$ cat src/rtl/vm_ctrl_fsm.sv
// rtl/vm_ctrl_fsm.sv - vending-machine credit/vend/change controller; optional idle refund via VM_TIMEOUT_EN
module vm_ctrl_fsm #(
  parameter int PRICE       = 120,
  parameter int MAX_CREDIT  = 300,
  parameter int CRED_W      = 9
`ifdef VM_TIMEOUT_EN
  ,
  parameter int TIMEOUT_CYC = 1000
`endif
) (
  input  logic              clk,
  input  logic              rst_n,
  input  logic              coin_valid,
  input  logic [1:0]        coin_type,
  input  logic              select,
  input  logic              cancel,
  input  logic              chg_ack,
  output logic [CRED_W-1:0] credit,
  output logic              coin_reject,
  output logic              vend,
  output logic              chg_req,
  output logic [1:0]        chg_coin,
  output logic              busy,
  output logic              refund_to
);

  typedef enum logic [1:0] {IDLE, COLLECT, VEND, CHANGE} state_t;

  state_t            state, state_d;
  logic [CRED_W-1:0] credit_d;
  logic [CRED_W:0]   coin_sum;
  logic              coin_fits;
  logic              coin_reject_d, vend_d, chg_req_d, busy_d, refund_to_d;
  logic [1:0]        chg_coin_d;

`ifdef VM_TIMEOUT_EN
  localparam int CNT_W = $clog2(TIMEOUT_CYC + 1);
  logic [CNT_W-1:0] idle_cnt, idle_cnt_d;
`endif

  function automatic logic [CRED_W-1:0] coin_val(input logic [1:0] t);
    case (t)
      2'b00:   coin_val = CRED_W'(10);
      2'b01:   coin_val = CRED_W'(20);
      2'b10:   coin_val = CRED_W'(50);
      default: coin_val = CRED_W'(100);
    endcase
  endfunction

  // Largest coin not exceeding the remaining credit.
  function automatic logic [1:0] greedy(input logic [CRED_W-1:0] c);
    if (c >= CRED_W'(100))     greedy = 2'b11;
    else if (c >= CRED_W'(50)) greedy = 2'b10;
    else if (c >= CRED_W'(20)) greedy = 2'b01;
    else                       greedy = 2'b00;
  endfunction

  // One bit wider than credit so a coin on top of a full register cannot wrap.
  assign coin_sum  = {1'b0, credit} + {1'b0, coin_val(coin_type)};
  assign coin_fits = (coin_sum <= (CRED_W+1)'(MAX_CREDIT));

  // Next-state and next-output computation; every output is registered below.
  always_comb begin
    state_d       = state;
    credit_d      = credit;
    coin_reject_d = 1'b0;
    vend_d        = 1'b0;
    chg_req_d     = chg_req;
    chg_coin_d    = chg_coin;
    refund_to_d   = 1'b0;
`ifdef VM_TIMEOUT_EN
    idle_cnt_d    = '0;
`endif
    case (state)
      IDLE: begin
        chg_req_d  = 1'b0;
        chg_coin_d = 2'b00;
        if (coin_valid) begin
          credit_d = coin_val(coin_type);
          state_d  = COLLECT;
        end
      end
      COLLECT: begin
        if (cancel) begin
          state_d       = CHANGE;
          chg_req_d     = 1'b1;
          chg_coin_d    = greedy(credit);
          coin_reject_d = coin_valid;
        end else if (select && (credit >= CRED_W'(PRICE))) begin
          state_d       = VEND;
          vend_d        = 1'b1;
          credit_d      = credit - CRED_W'(PRICE);
          coin_reject_d = coin_valid;
        end else begin
          if (coin_valid) begin
            if (coin_fits) credit_d = coin_sum[CRED_W-1:0];
            else           coin_reject_d = 1'b1;
          end
`ifdef VM_TIMEOUT_EN
          // A rejected coin does not count as activity.
          if (!(coin_valid && coin_fits)) begin
            if (idle_cnt == CNT_W'(TIMEOUT_CYC - 1)) begin
              state_d     = CHANGE;
              refund_to_d = 1'b1;
              chg_req_d   = 1'b1;
              chg_coin_d  = greedy(credit);
            end else begin
              idle_cnt_d = idle_cnt + 1'b1;
            end
          end
`endif
        end
      end
      VEND: begin
        coin_reject_d = coin_valid;
        if (credit != '0) begin
          state_d    = CHANGE;
          chg_req_d  = 1'b1;
          chg_coin_d = greedy(credit);
        end else begin
          state_d = IDLE;
        end
      end
      default: begin
        coin_reject_d = coin_valid;
        if (chg_req) begin
          if (chg_ack) begin
            credit_d  = credit - coin_val(chg_coin);
            chg_req_d = 1'b0;
            if (credit_d == '0) begin
              state_d    = IDLE;
              chg_coin_d = 2'b00;
            end
          end
        end else begin
          chg_req_d  = 1'b1;
          chg_coin_d = greedy(credit);
        end
      end
    endcase
    busy_d = (state_d == VEND) || (state_d == CHANGE);
  end

  // State and registered outputs; reset discards credit and any handshake.
  always_ff @(posedge clk or negedge rst_n) begin
    if (!rst_n) begin
      state       <= IDLE;
      credit      <= '0;
      coin_reject <= 1'b0;
      vend        <= 1'b0;
      chg_req     <= 1'b0;
      chg_coin    <= 2'b00;
      busy        <= 1'b0;
      refund_to   <= 1'b0;
    end else begin
      state       <= state_d;
      credit      <= credit_d;
      coin_reject <= coin_reject_d;
      vend        <= vend_d;
      chg_req     <= chg_req_d;
      chg_coin    <= chg_coin_d;
      busy        <= busy_d;
      refund_to   <= refund_to_d;
    end
  end

`ifdef VM_TIMEOUT_EN
  // Idle counter for the COLLECT auto-refund.
  always_ff @(posedge clk or negedge rst_n) begin
    if (!rst_n) idle_cnt <= '0;
    else        idle_cnt <= idle_cnt_d;
  end
`endif

endmodule

$ cat config.mk
export PLATFORM = sky130hd
export DESIGN_NAME = vm_ctrl_fsm
export DESIGN_NICKNAME = d
export VERILOG_FILES = /design/src/rtl/vm_ctrl_fsm.sv
export SDC_FILE = /design/constraint.sdc
export NUM_CORES = 1
export LEC_CHECK = 0
export CORE_UTILIZATION = 51
export CTS_CLUSTER_DIAMETER = 120
export DETAILED_ROUTE_END_ITERATION = 10
export PLACE_DENSITY = 0.81
export SYNTH_ARGS = -nofsm -noshare
export SYNTH_HDL_FRONTEND = slang
export SYNTH_SLANG_ARGS = --single-unit
$ cat constraint.sdc
create_clock -name clk -period 2.6 [get_ports clk]
set_input_delay 0.39 -clock clk [delete_from_list [all_inputs] [get_ports clk]]
set_output_delay 0.39 -clock clk [all_outputs]
set_load 0.01 [all_outputs]
* Word level (Yosys, flattened, before mapping)
Index checks and enable logic that the tools add are counted.
** Word-level totals
- Input port bits :: 8
- Bits in registers :: 17
- Output and inout bits :: 16
- Word-level logic and storage cells :: 88
** Operators by class
- Equal/unequal tests :: 16
- $lt $le $gt $ge :: 5
- Reductions and logical operators :: 13
- Mux-type cells :: 43
- Add/subtract/negate cells :: 3
- Bitwise operators :: 1
** Operators with widths (number)
- two-way mux 9 bit :: 10
- case mux 7 bit (3 select lines) :: 2
- two-way mux 2 bit :: 14
- case mux 9 bit (3 select lines) :: 1
- >= comparator 9 x 7 -> 1 bit, second input constant :: 2
- two-way mux 1 bit :: 12
- case mux 2 bit (3 select lines) :: 2
- adder 9 x 9 -> 10 bit :: 1
- equality test 2 bit, second input constant :: 5
- less-or-equal comparator 10 x 9 -> 1 bit, second input constant :: 1
- >= comparator 9 x 5 -> 1 bit, second input constant :: 1
- >= comparator 9 x 6 -> 1 bit, second input constant :: 1
- logical NOT 9 bit :: 1
- nonzero test 9 bit :: 1
- subtractor 9 x 7 -> 9 bit, second input constant :: 1
- subtractor 9 bit :: 1
- != test 2 bit, second input constant :: 4
- AND reduction 7 bit :: 1
- equality test 2 x 1 -> 1 bit, second input constant :: 3
- logical NOT 2 bit :: 3
- != test 3 bit, second input constant :: 2
- nonzero test 3 bit :: 2
- != test 5 x 1 -> 1 bit, second input constant :: 1
- != test 5 x 2 -> 1 bit, second input constant :: 1
- 8 further kinds :: 8

* Depth between registers and ports, before layout
- Depth after elaboration :: 13
- Depth in mapped cells :: 12
- Depth with buffers taken out :: 12

* Least setup slack after synthesis
Ideal clock, no wire load.
- Path kind :: input to register
- From :: in coin_type[0]
- To :: reg coin_reject
- Stages :: 12
- Path buffers :: 0
- Setup slack :: -344 ps
- Arrival :: 2825 ps
- Library setup time :: 119 ps
- Data required time :: 2481 ps
- Path through :: inv_1 ha_1 or2_2 ha_1 or2_2 o31a_1 a31o_2 and3_1 o32ai_1 o21ai_0 o31a_1 o21a_1
** On the way
- Word-level cells in the longest chain between the ends :: 9
- Elaborated cells between the ends (all ways) :: 11
- Classes of those cells :: 1 x add/sub; 1 x order compare; 2 x eq/ne; 6 x mux; 1 x reduce/logical
** Ends and longest elaborated chain
- start: declaration :: line 14 : input logic [1:0] coin_type,
- equality test 2 bit (tied with other cells) :: line 42 : case (t)
- case mux 7 bit (3 select lines) (*) :: line 42
- adder 9 x 9 -> 10 bit (*) :: line 59 : assign coin_sum = {1'b0, credit} + {1'b0, coin_val(coin_type)};
- less-or-equal comparator 10 x 9 -> 1 bit (*) :: line 60 : assign coin_fits = (coin_sum <= (CRED_W+1)'(MAX_CREDIT));
- two-way mux 1 bit (*) :: line 96 : if (coin_fits) credit_d = coin_sum[CRED_W-1:0];
- two-way mux 1 bit (*) :: line 95 : if (coin_valid) begin
- two-way mux 1 bit (*) :: line 89 : end else if (select && (credit >= CRED_W'(PRICE))) begin
- two-way mux 1 bit (*) :: line 84 : if (cancel) begin
- case mux 1 bit (2 select lines) (*) :: line 74 : case (state)
- via coin_reject_d :: line 33 : logic coin_reject_d, vend_d, chg_req_d, busy_d, refund_to_d;
- end signal: assignment :: line 158 : coin_reject <= coin_reject_d;
- end: declaration :: line 19 : output logic coin_reject,
The timed path passes the listed nets; every way through them passes the cells marked *.
A chain may end at the register's enable or synchronous reset.

* Worst setup path in the final report
- From :: reg credit[1]
- To :: reg credit[8]
** On the way
- Word-level cells in the longest chain between the ends :: 6
- Elaborated cells between the ends (all ways) :: 16
- Classes of those cells :: 3 x add/sub; 2 x order compare; 2 x eq/ne; 7 x mux; 2 x reduce/logical
** Ends and longest elaborated chain
- start: declaration :: line 18 : output logic [CRED_W-1:0] credit,
- start signal: assignment :: line 157 : credit <= credit_d;
- branches (longest 6 deep; another with adder 9 x 9 -> 10 bit)
Several ways; the timed one is not identified. The select of a mux whose other input is x is not followed.

==> summary.md <==
| Metric | Value |
|---|---|
| Total length of routed wires | `roughly 7200 um` |
| Critical-path cell list | `ha_4, fa_2, and2b_2, o221ai_4, a31oi_4, or4_4, a211oi_4, a21oi_4, a211oi_2, a21oi_2` |
| Buffers plus inverters on the worst setup path | `0` |
| Syn Inst Count | `250` |
| Peak Freq | `about 0.35 GHz` |
| Row count | `22` |
| Ys async rst share | `100%` |
| CTS buffer count | `3` |
| Slew headroom | `~47%` |
| Worst setup path category | `reg -> reg` |
| Failing checks | `setup timing` |
| Final ANT Viol Nets | `0` |
| Yosys reg bits | `16` |
| Die Wd | `between 60 and 70 um` |
| Top cell type's share of synthesized area | `between 15 and 20%` |
| Area Growth Syn to Fin | `50.4%` |
| M1 GR Usage | `41.1%` |
| Status | `finished with violations` |
| # setup viols final | `10` |
| Arr. time, crit path | `3010 ps` |
| Synth Cell Area | `around 0.0020 mm^2` |
| Final nets | `360` |
| Final worst path period need | `approximately 2900 ps` |
| H-tree Lvls | `1` |
| Latest clock arrival within the worst-skew pair | `260 ps` |
| Top Family by Delay on Critical Path | `compound AO/OA/AOI/OAI gates` |
| Final Max Slew Viols | `0` |
| RSZ-0062 raised after global routing | `true` |
| Hold Vio Cnt, Final | `0` |
| DR pass1 iterations | `6` |
| # diodes | `0` |
| Critical Path Fanout Max | `5` |
| Initial antenna violation count | `0` |
| CP startpoint kind | `flip-flop` |
| Vias per std cell | `6.55` |
| First-pass GRT wire length | `10700 um` |
| CTS max path bufs | `2` |
| Least-Margin Pin Slew | `796 ps` |
| Wire per inst | `around 19 um` |
| Clk root buf | `clkbuf_8` |
| Synth warnings | `0` |
| Initial DRC Count | `between 300 and 400` |
| Max stage delay on crit path | `470 ps` |
| Met3 Resource Use GR | `7.39%` |
| Post-route DRC | `0` |
| Top FF cell, synth | `dfrtp_1` |
| Area contributors post-synth | `dfrtp_1 (20%), ha_1 (16%), nand2_1 (5.2%)` |
| Initial Util | `approximately 54%` |
| Unique masters post-synth | `60` |
| Reg clk slew, reported paths | `about 70 ps` |
| Number of synthesized flops with an enable pin | `0` |
| Max-Cap Viols | `0` |
| Hold Crit Class | `in -> async` |
| M2 GR Usage | `54.8%` |
| Slowest-stage cell, CP | `or4_4` |
| Cts hold-fix bufs | `0` |
| Hold slack | `~600 ps` |
| Via count | `about 2400` |
| Worst setup EP type | `flip-flop` |
| Syn avg cell area | `roughly 8.1 um^2` |
| Post-route setup slack | `-269 ps` |
| Congestion Overflow GR | `0` |
| Core area | `0.00372 mm^2` |
| Largest net degree at the start of global routing | `18` |
| GRT Total Usage | `between 30 and 40%` |
| TritonCTS clock tree | `done` |
| Vias in the first global route | `2271` |
| I/O Pins | `24` |
| Die Area | `0.00421 mm^2` |
| Clock Sink Count | `16` |
| Share of cells above drive strength 1 | `approximately a third` |
| Final period utilization | `110%` |
| DPL Wire Length | `between 4000 and 5000 um` |
| Critical Path RT | `roughly 2700 ps` |
| Chip Height | `64.9 um` |
| Placer Congestion | `approximately 0.96` |
| Synth area leader | `dfrtp_1` |
| Post-synthesis sequential area ratio | `slightly below 20%` |
| Top Usage Layer GRT | `met2` |
| Number of port buffers | `21` |
| Clock skew | `approximately 1.4 ps` |
-- metal layers --
metal / vias up / share of wire [%] / routed length [um]
li1: 1054 / - / -
met1: 1137 / 36 / 2600
met2: 176 / 47 / 3350
met3: 62 / 11 / 799
met4: 0 / 6.0 / 428
met5: - / 0 / 0
-- flip-flops by register name, summed over array words and instances, names as in the netlist --
| name | count |
|---|---|
| credit | 8 |
| chg_coin | 2 |
| state | 2 |
| busy | 1 |
| chg_req | 1 |
| coin_reject | 1 |
| vend | 1 |
-- Yosys cell counts (all sizes together), types with 6 or more instances --
cell    count
o21ai      15
ha         26
nor3        7
nand2      28
clkbuf      6
a21oi      16
nor2       18
dfrtp      16
nand3       6
inv        21
xnor2      12
-- path summary, 6_finish.rpt --
check                      cells after the start  slack (ps)   startpoint           to
setup / recovery                              10        -270    credit[1]    credit[8]
hold reg to reg                                2         650  chg_coin[1]  chg_coin[1]
hold / removal                                 1         590        rst_n  coin_reject
min in group clk                               2         650  chg_coin[1]  chg_coin[1]
max in group asynchronous                      1        1460        rst_n    credit[1]
setup reg to reg                              10        -270    credit[1]    credit[8]
-- metrics by stage --
stage	setup slack [ps]	utilization (%)	instances	setup TNS, ps	cell area (um^2)
3_5_place_dp	-976	71.8	356	-8470	2670
3_3_place_gp	-852	71.8	356	-7460	2670
6_report	-269	81.6	371	-1920	3030
2_1_floorplan	-117	-	251	-781	2100
5_1_grt	-345	81.6	371	-2750	3030
4_1_cts	-225	77.3	368	-1710	2870
-- worst reg2reg max path, cell delays in order (launching register included) --
cell      delay [ps]
dfrtp_2          440
ha_4             180
fa_2             330
and2b_2          220
o221ai_4         170
a31oi_4          140
or4_4            470
a211oi_4         350
a21oi_4          150
a211oi_2         250
a21oi_2           50
-- placed cells by master (no fill, tap or decap), types with 5 or more instances in the layout --
master and instances:
xnor2_2 5, a21oi_1 9, nand2_1 27, nand3_1 5, inv_1 17, xnor2_1 7
dfrtp_1 15, nor2_1 16, o21ai_1 5, buf_4 55, nor3_1 6, a21oi_2 6
ha_1 21, o21ai_0 10, ha_4 5, clkdlybuf4s50_1 19
-- area by class of cell --
class | count | area (um^2)
fill | 208 | 683
inverter | 22 | 100
tap | 48 | 60.1
clock buffer | 4 | 55.1
timing repair buffer | 78 | 651
multi-input combinational | 203 | 1770
sequential | 16 | 402
-- what timing repair did --
item / in CTS / in global routing
endpoints found under the setup margin: 14 / 14
gates resized for setup: 24 / 30
pin swaps: 15 / 25
setup buffers: 7 / 5
cloned: 1 / 0
-- cell families after synthesis --
group / Yosys count / synth area share [%]
AOI/OAI and AO/OA: 77 / 28.8
xor gates and xnor gates: 15 / 6.89
adders and majority gates: 28 / 18.1
buffers and inverters: 33 / 6.89
DFF: 16 / 19.9
muxes: 1 / 0.496
other: 1 / 0.186
and+or+nand+nor: 79 / 18.8
Power is left out: the tool's default activity adds up to more than one toggle a clock period on the data nets, which glitch-free logic cannot reach.
